File: src/rtl/tema_3_2b_pkg.sv
// Shared widths, defaults and the excess-3 conversion for the switch-to-LED converter.
package tema3_pkg;
    localparam int N_W               = 3;
    localparam int R_W               = 4;
    localparam int EXCESS            = 3;
    localparam int SYNC_STAGES_DEF   = 2;
    localparam int STABLE_CYCLES_DEF = 0;

    // N is at most 7, so N + 3 always fits in R_W bits.
    function automatic logic [R_W-1:0] to_excess3(input logic [N_W-1:0] n);
        return R_W'(n) + R_W'(EXCESS);
    endfunction
endpackage

File: src/rtl/tema_3_2b_if.sv
// Board I/O bundle: three slide switches in, four LEDs out.
interface tema_3_2b_if;
    logic sw0;
    logic sw1;
    logic sw2;
    logic led0;
    logic led1;
    logic led2;
    logic led3;

    modport master (output sw0, sw1, sw2, input  led0, led1, led2, led3);
    modport slave  (input  sw0, sw1, sw2, output led0, led1, led2, led3);
endinterface

File: src/rtl/tema_3_2b_sw_conditioner.sv
// Per-bit synchronizer chain followed by an optional stability filter.
// Latency SYNC_STAGES edges (filter bypassed) or SYNC_STAGES + STABLE_CYCLES + 1 edges.
module sw_conditioner
    import tema3_pkg::*;
#(
    parameter int WIDTH         = N_W,
    parameter int SYNC_STAGES   = SYNC_STAGES_DEF,
    parameter int STABLE_CYCLES = STABLE_CYCLES_DEF
) (
    input  logic             clk,
    input  logic             rst_n,
    input  logic [WIDTH-1:0] raw_i,
    output logic [WIDTH-1:0] acc_o
);
    logic [WIDTH-1:0] sync_q [SYNC_STAGES];
    logic [WIDTH-1:0] sync_s;

    always_ff @(posedge clk) begin
        if (!rst_n) begin
            for (int i = 0; i < SYNC_STAGES; i++) sync_q[i] <= '0;
        end else begin
            sync_q[0] <= raw_i;
            for (int i = 1; i < SYNC_STAGES; i++) sync_q[i] <= sync_q[i-1];
        end
    end

    assign sync_s = sync_q[SYNC_STAGES-1];

    generate
        if (STABLE_CYCLES == 0) begin : g_bypass
            assign acc_o = sync_s;
        end else begin : g_filter
            localparam int             CW      = $clog2(STABLE_CYCLES + 1);
            localparam logic [CW-1:0]  CNT_MAX = CW'(STABLE_CYCLES);

            logic [WIDTH-1:0] prev_q, acc_q, acc_d;
            logic [CW-1:0]    cnt_q, cnt_d;

            // Accept on the edge where the counter reaches its limit, so the
            // value must have matched its predecessor for STABLE_CYCLES+1 edges.
            always_comb begin
                cnt_d = cnt_q;
                acc_d = acc_q;
                if (sync_s != prev_q)    cnt_d = '0;
                else if (cnt_q != CNT_MAX) cnt_d = cnt_q + 1'b1;
                if (cnt_d == CNT_MAX && sync_s != acc_q) acc_d = sync_s;
            end

            always_ff @(posedge clk) begin
                if (!rst_n) begin
                    prev_q <= '0;
                    cnt_q  <= '0;
                    acc_q  <= '0;
                end else begin
                    prev_q <= sync_s;
                    cnt_q  <= cnt_d;
                    acc_q  <= acc_d;
                end
            end

            assign acc_o = acc_q;
        end
    endgenerate
endmodule

File: src/rtl/tema_3_2b.sv
// Switch-to-LED excess-3 converter: conditioned 3-bit switch word in, registered N+3 on four LEDs.
// LEDs read 0000 only while in reset; after that they always show a legal code 0011..1010.
module tema_3_2b
    import tema3_pkg::*;
#(
    parameter int SYNC_STAGES   = SYNC_STAGES_DEF,
    parameter int STABLE_CYCLES = STABLE_CYCLES_DEF
) (
    input  logic        clk,
    input  logic        rst_n,
    tema_3_2b_if.slave  io
);
    logic [N_W-1:0] sw_raw;
    logic [N_W-1:0] sw_acc;
    logic [R_W-1:0] led_d, led_q;

    assign sw_raw = {io.sw0, io.sw1, io.sw2};

    sw_conditioner #(
        .WIDTH         (N_W),
        .SYNC_STAGES   (SYNC_STAGES),
        .STABLE_CYCLES (STABLE_CYCLES)
    ) u_cond (
        .clk   (clk),
        .rst_n (rst_n),
        .raw_i (sw_raw),
        .acc_o (sw_acc)
    );

    assign led_d = to_excess3(sw_acc);

    always_ff @(posedge clk) begin
        if (!rst_n) led_q <= '0;
        else        led_q <= led_d;
    end

    assign {io.led0, io.led1, io.led2, io.led3} = led_q;
endmodule

File: src/flat_wrapper.sv
// flat-port wrapper written by rule: the top's interface ports become plain ports
module tema_3_2b_flat import tema3_pkg::*;
#(
    parameter int SYNC_STAGES   = SYNC_STAGES_DEF,
    parameter int STABLE_CYCLES = STABLE_CYCLES_DEF
)
  (clk, rst_n, io_sw0, io_sw1, io_sw2, io_led0, io_led1, io_led2, io_led3);
  tema_3_2b_if io_i ();
  input  logic clk;
  input  logic rst_n;
  input wire logic [$bits(io_i.sw0)-1:0] io_sw0;
  input wire logic [$bits(io_i.sw1)-1:0] io_sw1;
  input wire logic [$bits(io_i.sw2)-1:0] io_sw2;
  output wire logic [$bits(io_i.led0)-1:0] io_led0;
  output wire logic [$bits(io_i.led1)-1:0] io_led1;
  output wire logic [$bits(io_i.led2)-1:0] io_led2;
  output wire logic [$bits(io_i.led3)-1:0] io_led3;
  assign io_i.sw0 = io_sw0;
  assign io_i.sw1 = io_sw1;
  assign io_i.sw2 = io_sw2;
  assign io_led0 = io_i.led0;
  assign io_led1 = io_i.led1;
  assign io_led2 = io_i.led2;
  assign io_led3 = io_i.led3;
  tema_3_2b #(.SYNC_STAGES(SYNC_STAGES), .STABLE_CYCLES(STABLE_CYCLES)) u_core (.clk(clk), .rst_n(rst_n), .io(io_i));
endmodule
File: config.mk
export PLATFORM = sky130hd
export DESIGN_NAME = tema_3_2b_flat
export DESIGN_NICKNAME = d
export VERILOG_FILES = /design/src/rtl/tema_3_2b_pkg.sv /design/src/rtl/tema_3_2b_if.sv /design/src/rtl/tema_3_2b_sw_conditioner.sv /design/src/rtl/tema_3_2b.sv /design/src/flat_wrapper.sv
export SDC_FILE = /design/constraint.sdc
export NUM_CORES = 1
export LEC_CHECK = 0
export ABC_CLOCK_PERIOD_IN_PS = 2500
export BUFFER_PORTS_ARGS = -buffer_cell sky130_fd_sc_hd__buf_2
export CAP_MARGIN = 20
export CORE_AREA = 4 4 41 43
export DETAILED_ROUTE_END_ITERATION = 7
export DIE_AREA = 0 0 45 47
export GPL_ROUTABILITY_DRIVEN = 0
export PLACE_DENSITY_LB_ADDON = 0.08
export SLEW_MARGIN = 20
export SYNTH_ARGS = -nofsm -noshare
export SYNTH_HDL_FRONTEND = slang
export SYNTH_HIERARCHICAL = 1
export SYNTH_SLANG_ARGS = --single-unit
File: constraint.sdc
create_clock -name clk -period 2.5 [get_ports clk]
set_input_delay 0.5 -clock clk [delete_from_list [all_inputs] [get_ports clk]]
set_output_delay 0.5 -clock clk [all_outputs]
set_load 0.05 [all_outputs]
# After elaboration in Yosys (flattened, before gate mapping)
# Memories as Yosys holds them, arrays and structs flattened.
# Index checks and enable logic that the tools add are counted.
[op_classes] div_mod_pow=0 n_eq_ne=0 n_mul=0 n_mux=4 bitwise_logic=2 shift=0 addsub=1 reduce_logical=0 order_cmp=0
[ops] operator="2-to-1 mux 3 bit" count=2
[ops] operator="adder 3 x 2 -> 4 bit, second input constant" count=1
[ops] operator="2-to-1 mux 1 bit" count=2
[ops] operator="bitwise OR 1 bit" count=2
[word_totals] memories=1 in_bits=5 wordCells=9 latch_bits=0 register_bits=4 romBits=0 ram_bits=6 output_inout_bits=4
[memory_table] name="u_core.u_cond.sync_q" depth=2 width=3 rd=2 rd_ports_with_merged_regs=0 wr=2 line="tema_3_2b_sw_conditioner.sv:15" text="logic [WIDTH-1:0] sync_q [SYNC_STAGES];"

# Depth between registers and ports, before layout
[depth] ltp_word=2 depth_mapped=5 depth_no_buf=4

# Hierarchy
# Netlist, hierarchy kept.
[modules_own_cells] mod="sw_conditioner" cells_per_inst=15 instances=1 seq_area_each_um2=120.1 area_per_inst_um2=180.2
[modules_own_cells] mod="tema_3_2b" cells_per_inst=13 instances=1 seq_area_each_um2=80.1 area_per_inst_um2=136.4

# Worst setup path after synthesis
# No wires, ideal clock.
[synth_path] path_type="reg2out" startpoint="reg u_core.led_q[3]" endpoint="out io_led0" required_ns=2.000 arrival_ns=0.587 setup_slack_ns=1.413 path_stages_with_launch=1 path_buffers=0 cell_sequence="dfxtp_1"
[synth_rtl] item="start: declaration" line="tema_3_2b.sv:15" text="logic [R_W-1:0] led_d, led_q;"
[synth_rtl] item="start signal: assignment" line="tema_3_2b.sv:34" text="else led_q <= led_d;"
[synth_rtl] item="end: declaration" line="flat_wrapper.sv:14" text="output wire logic [$bits(io_i.led0)-1:0] io_led0;"
# No word-level cell between the ends.

# Worst setup path after layout
[layout_path] startpoint="reg u_core.led_q[2]" endpoint="out io_led1"
[layout_rtl] item="end: declaration" line="flat_wrapper.sv:15" text="output wire logic [$bits(io_i.led1)-1:0] io_led1;"
# No word-level cell between the ends.

==> impl_metrics.json <==
{
  "areaGrowthSynthToFinish_pct": 18.6,
  "drc": 0,
  "drive_gt1_share_pct": 30.6,
  "crit_required_ns": 2.00,
  "min_period_over_period_pct": 52.4,
  "dieWidth_microns": 45,
  "maxSlewViolCount": 0,
  "ctsHtreeMaxLevel": 1,
  "cts_resized": 0,
  "crit_slowest_cell": "dfxtp_1",
  "worst-setup-path-type": "reg2out",
  "post_cts_buffers": 0,
  "antenna_left": 0,
  "ys_async_sr_fraction_pct": 0,
  "critical_path.cell_chain": "buf_2",
  "slew_headroom_pct": 83.5,
  "grtUsageTotal_pct": 5.39,
  "core_area_sq_mm": 0.00130,
  "row_count": 13,
  "use_met3_pct": 5.75,
  "portBuffers": 8,
  "clk_pin_slew_ns": 0.06,
  "start_kind": "register",
  "drv_cap": 0,
  "cts_max_path_buffers": 2,
  "grt_max_degree": 11,
  "final_cell_count_no_fill": 51,
  "synth_area_sq_um": 317,
  "grt_pass1_vias": 175,
  "grt.overflow.total": 0,
  "path_buf_inv": 1,
  "grt_pass1_wl_microns": 683,
  "min_path_type": "reg2reg",
  "power_density_mw_per_mm2": 805,
  "setup_viol": 0,
  "wl_per_cell_microns": 7.22,
  "clkLatencyLatePin_ns": 0.25,
  "viasPerCell": 3.67,
  "yosysMostFrequentCell": "dfxtp_1",
  "num_vias": 187,
  "period_minus_slack_ns": 1.31,
  "placedCellCount": 48,
  "synth_area_leaders": "dfxtp_1, and2_1, buf_4, ha_1, nor2b_1",
  "leakage_nw": 0.169,
  "root_buffer": "clkbuf_4",
  "fin_worst_skew_ns": 0.00131,
  "drtPass1Iterations": 2,
  "tritoncts": "done",
  "avgSynthCellArea_sq_um": 11.3,
  "synthCells": 28,
  "antennaDiodeCount": 0,
  "post-route-util_pct": 28.8,
  "nets": 44,
  "use_met1_pct": 4.14,
  "peakVddDrop_uv": 262,
  "yosysTopAreaCellShare_pct": 63.2,
  "drt_iter0_drc": 2,
  "fillers": 155,
  "start_util_pct": 24.3,
  "die_h_microns": 47,
  "cts_sinks": 10,
  "finalHoldViolCount": 0,
  "ys_seq_area_share_pct": 63.2,
  "slowest_delay_ns": 0.30,
  "synth_cell_types": 9,
  "grt_busiest_layer": "met2",
  "cts_buffers": 3,
  "max_freq_mhz": 764,
  "synth_edf_count": 0,
  "crit_family": "flip-flops",
  "synthTopCellsByCount": "dfxtp_1, and2_1, buf_4",
  "endpoint_kind": "output pin",
  "ys_ff_latch": 10,
  "worst_ep_arrival_time_ns": 0.81,
  "synth_nets": 34,
  "fin_tns_setup_ns": 0,
  "yosys.area.top_type": "dfxtp_1",
  "grt_setup_unrepaired": "false",
  "antenna_found_initial": 0,
  "tightest_slew_ns": 0.249,
  "status": "complete, no violations",
  "routed_wl_microns": 368,
  "power_mw": 0.302,
  "yosysWarnings": 6,
  "worstPathMaxFanout": 1,
  "ys.flop_type": "dfxtp_1",
  "io_pins": 9,
  "cts-hold-fix-buffers": 0,
  "grt_use_met2_pct": 7.34,
  "die-area_sq_mm": 0.00212
}
[registers in the layout (all words and copies together), names as in the netlist]
signal / cells
u_core/led_q: 4
u_core/u_cond/sync_q: 6
[cell usage in the layout, fill, tap and decap left out]
master and instances:
and2_1 7, xnor2_1 1, nor2b_1 2, inv_1 2, dfxtp_1 10, clkbuf_4 3
buf_2 8, nand2_1 1, a21oi_1 1, ha_1 1
[kinds of logic (layout without fill, tap and decap cells)]
group	Yosys count	count (layout)	share of synthesized area (%)
DFF	10	10	63.2
and+or+nand+nor	10	10	19.0
buffers and inverters	5	13	9.49
adders and majority gates	1	1	3.95
AOI/OAI and AO/OA	1	1	1.58
xor gates and xnor gates	1	1	2.77
[per-stage QoR]
step	worst slack [ns]	hold slack, ns	area [sq um]
3_5_place_dp	1.46	0.409	353
5_1_grt	1.12	0.433	375
3_3_place_gp	1.47	0.403	353
6_report	1.19	0.413	375
4_1_cts	1.17	0.418	375
2_1_floorplan	1.41	0.406	317
[power by group]
group          switching [mW]  internal, mW
Clock                  0.0478        0.0552
Combinational          0.0194        0.0103
Sequential            0.00189         0.168
[path summary, 6_finish.rpt]
check / from / to / slack [ns] / cells after the start
worst max-delay path: u_core/led_q[2]$_SDFF_PN0_ / io_led1 / 1.19 / 1
worst min-delay path: u_core/u_cond/sync_q[0][3]$_SDFF_PN0_ / u_core/led_q[0]$_SDFF_PN0_ / 0.41 / 1
worst max register to register: u_core/u_cond/sync_q[0][3]$_SDFF_PN0_ / u_core/led_q[2]$_SDFF_PN0_ / 1.55 / 4
worst min register to register: u_core/u_cond/sync_q[0][3]$_SDFF_PN0_ / u_core/led_q[0]$_SDFF_PN0_ / 0.41 / 1
[final cells by class]
cell class	instances	area, sq um	area share (%)
clock buffer	3	22.5	6.00
inverter	2	7.51	2.00
multi-input combinational	13	86.3	23.0
sequential	10	200	53.3
tap	15	18.8	5.00
timing repair buffer	8	40.0	10.7
[metal layers]
layer / wire, microns / vias to the layer above
met4: 0 / 0
met3: 71 / 0
met5: 0 / -
met2: 149 / 11
met1: 147 / 78
li1: - / 98
(Power assumes the default switching activity.)
